$ cat config.mk
export PLATFORM = sky130hd
export DESIGN_NAME = cpu_data_obi_buffer
export DESIGN_NICKNAME = d
export VERILOG_FILES = /design/src/rtl/cpu_data_obi_buffer.sv
export SDC_FILE = /design/constraint.sdc
export NUM_CORES = 1
export LEC_CHECK = 0
export BUFFER_PORTS_ARGS = -buffer_cell sky130_fd_sc_hd__buf_2
export CORE_MARGIN = 4
export CORE_UTILIZATION = 40
export CTS_CLUSTER_DIAMETER = 80
export DETAILED_ROUTE_END_ITERATION = 10
export HOLD_SLACK_MARGIN = 0.1
export PLACE_DENSITY = 0.77
export SYNTH_ARGS = -nofsm -noshare
export SYNTH_HDL_FRONTEND = slang
export SYNTH_SLANG_ARGS = --single-unit
$ cat constraint.sdc
create_clock -name clk_i -period 4.8 [get_ports clk_i]
set_clock_uncertainty 0.15 [all_clocks]
set_input_delay 0.96 -clock clk_i [delete_from_list [all_inputs] [get_ports clk_i]]
set_output_delay 0.96 -clock clk_i [all_outputs]
set_load 0.03 [all_outputs]
$ cat src/rtl/cpu_data_obi_buffer.sv
// cpu_data_obi_buffer: request FIFO with outstanding-transaction limit on the CPU data OBI port
package cpu_data_obi_pkg;
  typedef struct packed {
    logic        req;
    logic        we;
    logic [3:0]  be;
    logic [31:0] addr;
    logic [31:0] wdata;
  } obi_req_t;
  typedef struct packed {
    logic        gnt;
    logic        rvalid;
    logic [31:0] rdata;
  } obi_resp_t;
endpackage

module cpu_data_obi_buffer
  import cpu_data_obi_pkg::*;
#(
  parameter int DEPTH = 2,
  parameter int MAX_OUTSTANDING = 2
) (
  input  logic      clk_i,
  input  logic      rst_ni,
  input  obi_req_t  core_req_i,
  output obi_resp_t core_resp_o,
  output obi_req_t  bus_req_o,
  input  obi_resp_t bus_resp_i,
  output logic      idle_o,
  output logic      err_o
);
  localparam int CW = $clog2(DEPTH + 1);
  localparam int PW = $clog2(MAX_OUTSTANDING + 1);
  localparam int IW = (CW > PW ? CW : PW) + 1;
  localparam int AW = DEPTH > 1 ? $clog2(DEPTH) : 1;
  typedef struct packed {
    logic        we;
    logic [3:0]  be;
    logic [31:0] addr;
    logic [31:0] wdata;
  } entry_t;
  entry_t        mem [DEPTH];
  entry_t        head;
  logic [AW-1:0] wptr, rptr;
  logic [CW-1:0] fifo_cnt;
  logic [PW-1:0] bus_pend;
  logic [IW-1:0] inflight;
  logic          push, pop, rsp, spurious;
  function automatic logic [AW-1:0] inc(input logic [AW-1:0] p);
    return (p == AW'(DEPTH - 1)) ? '0 : p + 1'b1;
  endfunction
  assign inflight = IW'(fifo_cnt) + IW'(bus_pend);
  // grant looks only at registered occupancy, so bus gnt never reaches core gnt
  assign push     = rst_ni & core_req_i.req & (fifo_cnt < CW'(DEPTH)) & (inflight < IW'(MAX_OUTSTANDING));
  assign pop      = bus_req_o.req & bus_resp_i.gnt;
  assign rsp      = rst_ni & bus_resp_i.rvalid & (bus_pend != '0);
  assign spurious = bus_resp_i.rvalid & (bus_pend == '0);
  assign head     = mem[rptr];
  assign bus_req_o = '{req: rst_ni & (fifo_cnt != '0), we: head.we, be: head.be,
                       addr: head.addr, wdata: head.wdata};
  assign core_resp_o = '{gnt: push, rvalid: rsp, rdata: bus_resp_i.rdata};
  assign idle_o = ~rst_ni | ((fifo_cnt == '0) & (bus_pend == '0));
  always_ff @(posedge clk_i) begin
    if (!rst_ni) begin
      wptr     <= '0;
      rptr     <= '0;
      fifo_cnt <= '0;
      bus_pend <= '0;
      err_o    <= 1'b0;
    end else begin
      wptr     <= push ? inc(wptr) : wptr;
      rptr     <= pop ? inc(rptr) : rptr;
      fifo_cnt <= fifo_cnt + CW'(push) - CW'(pop);
      bus_pend <= bus_pend + PW'(pop) - PW'(rsp);
      err_o    <= err_o | spurious;
    end
  end
  always_ff @(posedge clk_i) begin
    if (push) mem[wptr] <= '{we: core_req_i.we, be: core_req_i.be, addr: core_req_i.addr, wdata: core_req_i.wdata};
  end
endmodule
Word-level counts from Yosys, hierarchy flattened. Memories as Yosys holds them, arrays and structs flattened. A register that Yosys moved wholly into a read port is not among the register bits. Index checks and enable logic that the tools add are counted.

Bits in registers: 7. RAM bits: 138. Memories kept: 1. Output and inout port bits: 106. Bits of input ports: 106. Word-level logic and storage cells: 37.

Memory list: mem (words 2, bits a word 69, rd ports 1, clocked after memory_dff 1, wr ports 1, line 42) `entry_t mem [DEPTH];`.

Muxes and demuxes: 6. Add/subtract/negate cells: 7. Bitwise operators: 12. Reductions and logical operators: 4. $lt $le $gt $ge: 2.

Operators with widths (count): 1-bit bitwise AND (9); 1-bit two-way mux (6); 2-bit by 1-bit adder with 2-bit output (2); 2-bit logical NOT (2); 2-bit nonzero test (2); 2-bit by 1-bit subtractor with 2-bit output (2); 2-bit by 2-bit adder with 3-bit output (1); 3-bit by 2-bit less-than comparator with 1-bit output (second input constant) (1); 1-bit adder (second input constant) (2); 2-bit less-than comparator (second input constant) (1); 1-bit bitwise OR (2); 1-bit NOT (1).

Logic depth before layout (Yosys ltp). Gate-level depths: netlist of the first run.

Depth in word-level cells: 5. Depth in mapped cells: 9. Gate-level depth less buffers: 9.

Worst setup path before layout of the first run. OpenSTA, ideal clock, no wires.

Path kind: reg-to-reg. From: register bus_pend[0]. To: memory mem[0][0] (netlist bit), enable pin. Arrival: 2968 ps. Library setup time: 435 ps. Path buffers: 0. Path slack: 1247 ps. Period minus slack after synthesis: 3553 ps. Required time: 4215 ps. Stages on the path, launching flop included: 5. Cell sequence: dfxtp_1 -> and2_1 -> fa_1 -> nor4b_2 -> and3b_1.

Longest elaborated chain between the ends: 5.

RTL lines: start: declaration (line 46) `logic [PW-1:0] bus_pend;`; start signal: assignment (line 74) `bus_pend <= bus_pend + PW'(pop) - PW'(rsp);`; 2-bit by 2-bit adder with 3-bit output (line 52) `assign inflight = IW'(fifo_cnt) + IW'(bus_pend);`; 3-bit by 2-bit less-than comparator with 1-bit output (line 54) `assign push = rst_ni & core_req_i.req & (fifo_cnt < CW'(DEPTH)) & (inflight < IW'(MAX_OUTSTANDING));`; 1-bit bitwise AND (line 54); 1-bit two-way mux (line 79) `if (push) mem[wptr] <= '{we: core_req_i.we, be: core_req_i.be, addr: core_req_i.addr, wdata: core_req_i.wdata} ...`; 1-bit two-way mux (not written as such) (line 79); end: declaration (line 42).

Every way passes these cells.

==> results of run 1 <==
sequential cells by signal, indices dropped and copies added (netlist names), named ones only:
name      flops
bus_pend      2
err_o         1
fifo_cnt      2
mem         138
rptr          1
wptr          1
per-stage QoR:
step,hold slack (ps),cell area [um2],utilization [%],setup slack (ps),power [uW]
2_1_floorplan,297.3,5746,-,1247,2674
3_3_place_gp,303.0,6399,45.74,1883,2904
3_5_place_dp,307.4,6399,45.74,1803,2940
4_1_cts,330.7,6999,50.04,1515,4277
5_1_grt,351.6,6999,50.04,1369,4408
6_report,324.4,6999,50.04,1549,4211
power by group through the flow:
stage	sequential (uW)	clock, uW	combinational, uW
finish	1760	1330	1120
global route	1800	1420	1190
CTS	1770	1360	1150
detailed placement	1800	0	1140
global placement	1780	0	1120
floorplan	1710	0	969
layer usage:
layer	track usage, %	wire length, um
met3	4.458	834
met5	0	0
met4	7.678	406
met2	22.52	5324
met1	13.49	3811
cells by family after synthesis:
| logic type | share of synthesized area [%] |
|---|---|
| buffers and inverters | 5.662 |
| DFF | 74.91 |
| and+or+nand+nor | 2.047 |
| xor gates and xnor gates | 0.7839 |
| adders and majority gates | 1.220 |
| muxes | 14.70 |
| AOI/OAI and AO/OA | 0.6750 |
area by class of cell:
class                   instances  area [um2]  area share, %
clock buffers                  20       436.7          6.239
multi-input cells             102        1122          16.04
clock inverters                12       163.9          2.342
repair buffers                147       735.7          10.51
well taps                     180       225.2          3.218
flip-flops and latches        146        4308          61.55
inverters                       2       7.507         0.1073
critical path, cell delays in order (launching register included):
cell and delay, ps:
dfxtp_1 400, and2_1 170, fa_1 450, nor3_1 330, and3_1 200, buf_2 190
worst paths after layout:
path	start	to	slack (ps)	cells past startpoint
setup / recovery	bus_pend[0]$_SDFF_PN0_	core_resp_o[33]	1550	5
hold / removal	err_o$_SDFF_PN0_	err_o$_SDFF_PN0_	320	1
setup reg to reg	bus_pend[0]$_SDFF_PN0_	mem[0][14]$_DFFE_PP_	1840	4
hold reg to reg	err_o$_SDFF_PN0_	err_o$_SDFF_PN0_	320	1
layout by cell type, fill, tap and decap left out, types with 2 or more instances in the layout:
cell / instances
mux2_4: 10
mux2_2: 59
inv_1: 2
edfxtp_1: 138
nor2b_1: 2
clkinv_1: 2
ha_1: 4
bufinv_16: 4
o21a_1: 2
clkinv_2: 4
and2_1: 4
clkbuf_16: 17
nand2_1: 3
xnor3_1: 2
dfxtp_1: 7
mux2i_1: 3
buf_2: 147
nand2b_1: 2
clkbuf_1: 3
==> metrics.txt, run 1 <==
WS Path Type reg2out; core area 0.01399 mm2; Area contributors post-synth edfxtp_1 72%, mux2_2 12%, buf_4 4.4%; switch share 30.69%; combinational share of power 26.6%; placed cells 577; vias in the first global route 3,174; Post-Syn Area per Cell 19.61 um2; Net count, final between 500 and 600; relative slew slack 24.24%; drt first-iter violations 113; sequential share of power 41.8%; Worst Path Required between 3000 and 4000 ps; Filler Cells Inserted 1,180; hold crit path type reg2reg; ys flop type edfxtp_1; Crit Path Max Fanout 5; Synth-to-Final Area Change 21.82%; Post-synth EDFFs 138; clk_lat worst skew 410 ps; Post-CTS Repair Setup Buffers 0; worst-margin pin slew approximately 1100 ps; CTS sink count 146; DIE HEIGHT 127.9 um; yosys warns 0; die width ~130 um; library cells used by synthesis 28; NetSw about 1300 uW; register bit total from synthesis between 100 and 150; CTS tree done; share of layout cells above drive strength 1 between 50 and 60%; unrepaired setup endpoints after global routing false; CTS resizes 0; WL per Instance 17.04 um; post-route clock period utilization 67.73%; CP Launch Type register; Clk pin slew, worst setup/hold paths around 60 ps; post-synthesis sequential area ratio 74.91%; Total Routed Length 10,380 um; Finish-stage setup viols 0; post-route insts no fill 609; status complete, no violations; max cap viols 0; Via Count 2,867; DP HPWL 6868 um; Leak Pwr about 0.0027 uW; PortBufs 147; Post-synth top cells 138 x edfxtp_1, 59 x mux2_2, 34 x buf_4; drt pass-1 iters 4; final hold violation count 0; Initial Util 41.07%; CTS Hold Bufs 0; clock share of power 31.5%; PD cells around 600 mW/mm2; initial antenna violation count 0; Max Freq 0.3076 GHz; ys async rst share 0%; setup_tns 0 ps; Post-route DRC 0; minimum clock period after layout 3251 ps; H-tree depth 4; Global Route Usage Sum 12.95%; Final Wtd Congestion 0.6845; Rows 43; peak supply drop 0.4468 mV; # IOs 212; Final Max Slew Viols 0; first-pass GRT wire length about 16,000 um; nature of the critical path endpoint primary output; cell area after synthesis 0.005746 mm2; most common cell in the synthesized netlist edfxtp_1; DRT antenna net count 0; Max Root-Sink Buffers 2; die area ~0.016 mm2; routed vias/inst 4.708; Int Power 2918 uW; CTS root buffer clkbuf_16; antenna diode count 0; Synth area leader edfxtp_1; CTS Buf Count 17; gr ovfl total 0; Post-Synthesis Cells 293; Mapped Nets 404; largest net degree at the start of global routing 70; Yosys top cell area share 72.13%; Worst Path Arrival 2140 ps
(Power assumes the default switching activity.)
==> inputs of run 2 (changes only) <==
==> constraint.sdc (replaced) <==
create_clock -name clk_i -period 3.1 [get_ports clk_i]
set_clock_uncertainty 0.15 [all_clocks]
set_input_delay 0.62 -clock clk_i [delete_from_list [all_inputs] [get_ports clk_i]]
set_output_delay 0.62 -clock clk_i [all_outputs]
set_load 0.03 [all_outputs]
==> metrics.txt, run 2 (synthesized netlist as in run 1, its figures left out) <==
status complete, no violations; post-route insts no fill 611 (+0.33%); delay-heaviest family, CP simple AND/OR/NAND/NOR gates; CTS sink count 146 (unchanged); nature of the critical path endpoint primary output; share of layout cells above drive strength 1 58.47% (+0.89 points); Max Freq 0.3467 GHz; Rows 43 (unchanged); drt first-iter violations 166 (+47%); WS Path Type reg2out; setup_tns 0 ps (unchanged); DP HPWL 7278 um (+6.0%); H-tree depth 4 (unchanged); PortBufs 147 (unchanged); Top reg by flops mem; Hold Path Cell Cnt 1 (unchanged); stages on the worst setup path 5 (unchanged); die area 0.01635 mm2 (unchanged); Via Count 2,887 (+0.70%); drt pass-1 iters 4 (unchanged); antenna diode count 0 (unchanged); Filler Cells Inserted 1,190 (+0.85%); Clk pin slew, worst setup/hold paths 60 ps (about the same); initial antenna violation count 2 (+2); peak supply drop 0.3038 mV (-32%); FF-to-FF path depth 5 (+1); Worst Path Required 2330 ps (-1360 ps); crit-path cells and2_1 > fa_1 > nor3_1 > and3_1 > buf_2; Leak Pwr 0.002668 uW (+0.25%); max cap viols 0 (unchanged); Finish-stage setup viols 0 (unchanged); post-route clock period utilization 93.05%; switch share 31.56% (+0.86 points); largest net degree at the start of global routing 70 (unchanged); biggest regs mem (138), bus_pend (2), fifo_cnt (2); Final Wtd Congestion 0.7345 (+7.3%); DRT antenna net count 0 (unchanged); Power, Total 6399 uW (+52%); commonest non-fill, non-tap cell in the layout buf_2; Initial Util 41.07% (unchanged); CTS tree done; vias in the first global route 3,137 (-1.2%); Net count, final 533 (+1.1%); core area 0.01399 mm2 (unchanged); Total Routed Length 10,510 um (+1.3%); area of all placed cells without fillers 0.007024 mm2 (+0.36%); Int Power 4380 uW (+50%); Crit Path Max Fanout 5 (unchanged); relative slew slack 71.20% (+47 points); CTS root buffer clkbuf_16; worst path bufs/invs 1 (unchanged); Largest register FFs 138 (unchanged); gr ovfl total 0 (unchanged); clock share of power 29.3% (-2.2 points); clk_lat worst skew 410 ps (about the same); minimum clock period after layout 2885 ps; most frequent cells in the layout 147 x buf_2, 138 x edfxtp_1, 59 x mux2_2; first-pass GRT wire length 15,900 um (-0.30%); Post-DP Area 0.006481 mm2 (+1.3%); CTS Hold Bufs 0 (unchanged); Critical Path Max Stage Delay 450 ps (about the same); Post-CTS Repair Setup Buffers 0 (unchanged); placed cells 583 (+1.0%); DIE HEIGHT 127.9 um (unchanged); routed vias/inst 4.725 (+0.37%); CP max-delay cell fa_1; combinational share of power 29.3% (+2.7 points); die width 127.9 um (unchanged); CTS resizes 0 (unchanged); CTS Buf Count 17 (unchanged); worst-margin pin slew 427.5 ps (-709.0 ps); Worst Path Arrival 2110 ps (-30 ps); Synth-to-Final Area Change 22.26%; NetSw 2019 uW (+56%); Max Root-Sink Buffers 2 (unchanged); # IOs 212 (unchanged); Post-route DRC 0 (unchanged); CP Launch Type register; sequential share of power 41.4% (-0.4 points); final hold violation count 0 (unchanged); Final Max Slew Viols 0 (unchanged); Global Route Usage Sum 13.08% (+0.13 points); PD cells 911.0 mW/mm2 (+51%); unrepaired setup endpoints after global routing false; hold crit path type in2reg; WL per Instance 17.20 um (+0.94%)
[run 2: through the flow]
stage	hold slack [ps]	worst slack (ps)	utilization [%]
final	248.3	215.4	50.21
after global routing	224.4	11.12	50.21
after CTS	225.1	185.1	50.21
after detailed placement	308.9	467.9	46.33
after global placement	303.3	566.1	46.33
after floorplan	296.4	299.6	-
[run 2: layout make-up]
class	count	area (um2)	share of cell area, %
Sequential cell	146	4308	61.33
Clock inverter	11	117.6	1.674
Tap cell	180	225.2	3.206
Timing Repair Buffer	153	818.3	11.65
Multi-Input combinational cell	102	1122	15.98
Inverter	2	7.507	0.1069
Clock buffer	17	425.4	6.056
[run 2: routing by layer]
metal / part of all wire, % / vias up / global-route usage [%]
met3: 9.1 / 41 / 5.667
met4: 3.3 / 4 / 7.553
met5: 0.20 / - / 0
li1: - / 1345 / -
met2: 51 / 109 / 21.87
met1: 36 / 1388 / 13.73
[run 2: power by group through the flow]
stage | sequential, uW | clock [uW] | combinational (uW)
floorplan | 2630 | 0 | 1500
global placement | 2680 | 0 | 1880
detailed placement | 2700 | 0 | 1900
CTS | 2660 | 1920 | 1910
global route | 2690 | 2020 | 1990
finish | 2650 | 1880 | 1870
[run 2: final timing paths]
| path | start | end | slack [ps] |
|---|---|---|---|
| worst max register to register | bus_pend[0]$_SDFF_PN0_ | mem[0][7]$_DFFE_PP_ | 490 |
| worst max-delay path | bus_pend[0]$_SDFF_PN0_ | core_resp_o[33] | 220 |
| worst min-delay path | core_req_i[32] | mem[1][32]$_DFFE_PP_ | 250 |
| worst min register to register | err_o$_SDFF_PN0_ | err_o$_SDFF_PN0_ | 330 |
==> inputs of run 3 (changes only) <==
--- a/config.mk
+++ b/config.mk
@@ -8,6 +8,7 @@
 export BUFFER_PORTS_ARGS = -buffer_cell sky130_fd_sc_hd__buf_2
 export CORE_MARGIN = 4
 export CORE_UTILIZATION = 40
+export CTS_BUF_LIST = sky130_fd_sc_hd__clkbuf_2 sky130_fd_sc_hd__clkbuf_4 sky130_fd_sc_hd__clkbuf_8
 export CTS_CLUSTER_DIAMETER = 80
 export DETAILED_ROUTE_END_ITERATION = 10
 export HOLD_SLACK_MARGIN = 0.1
==> metrics.txt, run 3 (synthesized netlist as in run 1, its figures left out) <==
relative slew slack 71.21% (about the same); Leak Pwr 0.002581 uW (-3.2%); biggest regs mem (138), bus_pend (2), fifo_cnt (2); Clk pin slew, worst setup/hold paths 70 ps (about the same); initial antenna violation count 2 (unchanged); CTS Buf Count 17 (unchanged); DIE HEIGHT 127.9 um (unchanged); Min-Delay Endpoint mem[1][32]$_DFFE_PP_; Global Route Usage Sum 13.06% (-0.019 points); reg-to-reg startpoint bus_pend[0]$_SDFF_PN0_; largest net degree at the start of global routing 70 (unchanged); Int Power 3912 uW (-11%); clk_lat worst skew 430 ps (+20 ps); gr ovfl total 0 (unchanged); setup_tns 0 ps (unchanged); die area 0.01635 mm2 (unchanged); CP Launch Type register; PortBufs 147 (unchanged); minimum clock period after layout 2831 ps (-53.38 ps); CTS root buffer clkbuf_8; # IOs 212 (unchanged); Crit Path Max Fanout 5 (unchanged); vias in the first global route 3,110 (-0.86%); nature of the critical path endpoint primary output; Net count, final 533 (unchanged); hold_sp core_req_i[32]; routed vias/inst 4.714 (-0.24%); CTS tree done; Worst Path Arrival 2060 ps (-50 ps); hold crit path type in2reg; commonest non-fill, non-tap cell in the layout buf_2; Rows 43 (unchanged); Post-route DRC 0 (unchanged); most frequent cells in the layout 147 x buf_2, 138 x edfxtp_1, 59 x mux2_2; first-pass GRT wire length 15,840 um (-0.39%); Finish-stage setup viols 0 (unchanged); PD cells 857.2 mW/mm2 (-5.9%); max cap viols 0 (unchanged); Final Wtd Congestion 0.7345 (unchanged); Hold Path Cell Cnt 1 (unchanged); WS Path Type reg2out; post-route clock period utilization 91.33% (-1.7 points); Filler Cells Inserted 1,204 (+1.2%); Worst Path Required 2330 ps (about the same); status complete, no violations; H-tree depth 4 (unchanged); reg-to-reg endpoint mem[0][7]$_DFFE_PP_; FF/Latch Area 0.004308 mm2 (unchanged); drt first-iter violations 145 (-13%); switch share 33.26% (+1.7 points); Largest register FFs 138 (unchanged); Total Routed Length 10,450 um (-0.55%); sequential share of power 45.1% (+3.7 points); core area 0.01399 mm2 (unchanged); NetSw 1949 uW (-3.5%); final hold violation count 0 (unchanged); share of layout cells above drive strength 1 58.70% (+0.23 points); unrepaired setup endpoints after global routing false; Synth-to-Final Area Change 19.01%; DRT antenna net count 0 (unchanged); CTS sink count 146 (unchanged); Multi-input gate area 0.001127 mm2 (+0.45%); Top reg by flops mem; Power, Total 5861 uW (-8.4%); Max Root-Sink Buffers 2 (unchanged); Post-CTS Repair Setup Buffers 0 (unchanged); worst-margin pin slew 427.3 ps (-0.1796 ps); drt pass-1 iters 4 (unchanged); clock share of power 22.8% (-6.5 points); WL per Instance 17.10 um (-0.55%); R2R setup slack 470 ps (-20 ps); Max Freq 0.3532 GHz (+1.9%); antenna diode count 0 (unchanged); Initial Util 41.07% (unchanged); die width 127.9 um (unchanged); peak supply drop 0.2945 mV (-3.1%); DP HPWL 7278 um (unchanged); Via Count 2,880 (-0.24%); combinational share of power 32.0% (+2.7 points); Final Max Slew Viols 0 (unchanged); FF-to-FF path depth 5 (unchanged)
-- run 3: cell counts in the layout (fill, tap and decap cells not counted) --
No cell type changed its count.
-- run 3: stage by stage --
step / std cells / setup WS (ps) / hold WS [ps] / instance area, um2 / utilization, %
floorplan: 293 / 299.6 / 296.4 / 5748 / -
global placement: 583 / 566.1 / 303.3 / 6481 / 46.33
detailed placement: 583 / 467.9 / 308.9 / 6481 / 46.33
CTS: 611 / 137.0 / 177.9 / 6833 / 48.85
global route: 611 / 83.20 / 175.3 / 6838 / 48.88
finish: 611 / 268.8 / 221.2 / 6838 / 48.88
-- run 3: routing by layer --
metal	up-vias	global-route usage, %	wire [um]
met4	4	7.366	337
li1	1345	-	-
met1	1381	13.67	3772
met2	111	21.78	5364
met5	-	0	21
met3	39	5.917	954
-- run 3: power groups by stage --
| stage | clock (uW) | sequential (uW) | combinational [uW] |
|---|---|---|---|
| floorplan | 0 | 2630 | 1500 |
| global placement | 0 | 2680 | 1880 |
| detailed placement | 0 | 2700 | 1900 |
| CTS | 1390 | 2650 | 1910 |
| global route | 1480 | 2680 | 2000 |
| finish | 1340 | 2650 | 1880 |
-- run 3: cell type report --
cell class / count / share of cell area (%)
clock buffers: 17 / 3.422
clock inverters: 11 / 1.720
inverters: 2 / 0.1098
multi-input cells: 102 / 16.49
flip-flops and latches: 146 / 63.00
well taps: 180 / 3.294
repair buffers: 153 / 11.97
-- run 3: worst max path at each step --
stage                           start  slack (ps)  cells past startpoint                    to
2_1_floorplan  bus_pend[0]$_SDFF_PN0_         300                      4   mem[1][0]$_DFFE_PP_
3_3_place_gp   bus_pend[0]$_SDFF_PN0_         570                      5  mem[0][41]$_DFFE_PP_
3_5_place_dp   bus_pend[0]$_SDFF_PN0_         470                      5   mem[0][5]$_DFFE_PP_
4_1_cts        bus_pend[0]$_SDFF_PN0_         140                      5       core_resp_o[33]
5_1_grt        bus_pend[0]$_SDFF_PN0_          80                      5       core_resp_o[33]
6_report       bus_pend[0]$_SDFF_PN0_         270                      5       core_resp_o[33]
-- run 3: repair_timing --
action / CTS / global route
hold buffers: 0 / 0
setup endpoints to repair: 0 / 1
resized for setup: 0 / 1
-- run 3: worst max-delay path, cell delays in order, from the launching register on --
cell	delay, ps
dfxtp_1	400
and2_1	170
fa_1	460
nor3_2	230
and3_1	180
buf_2	190
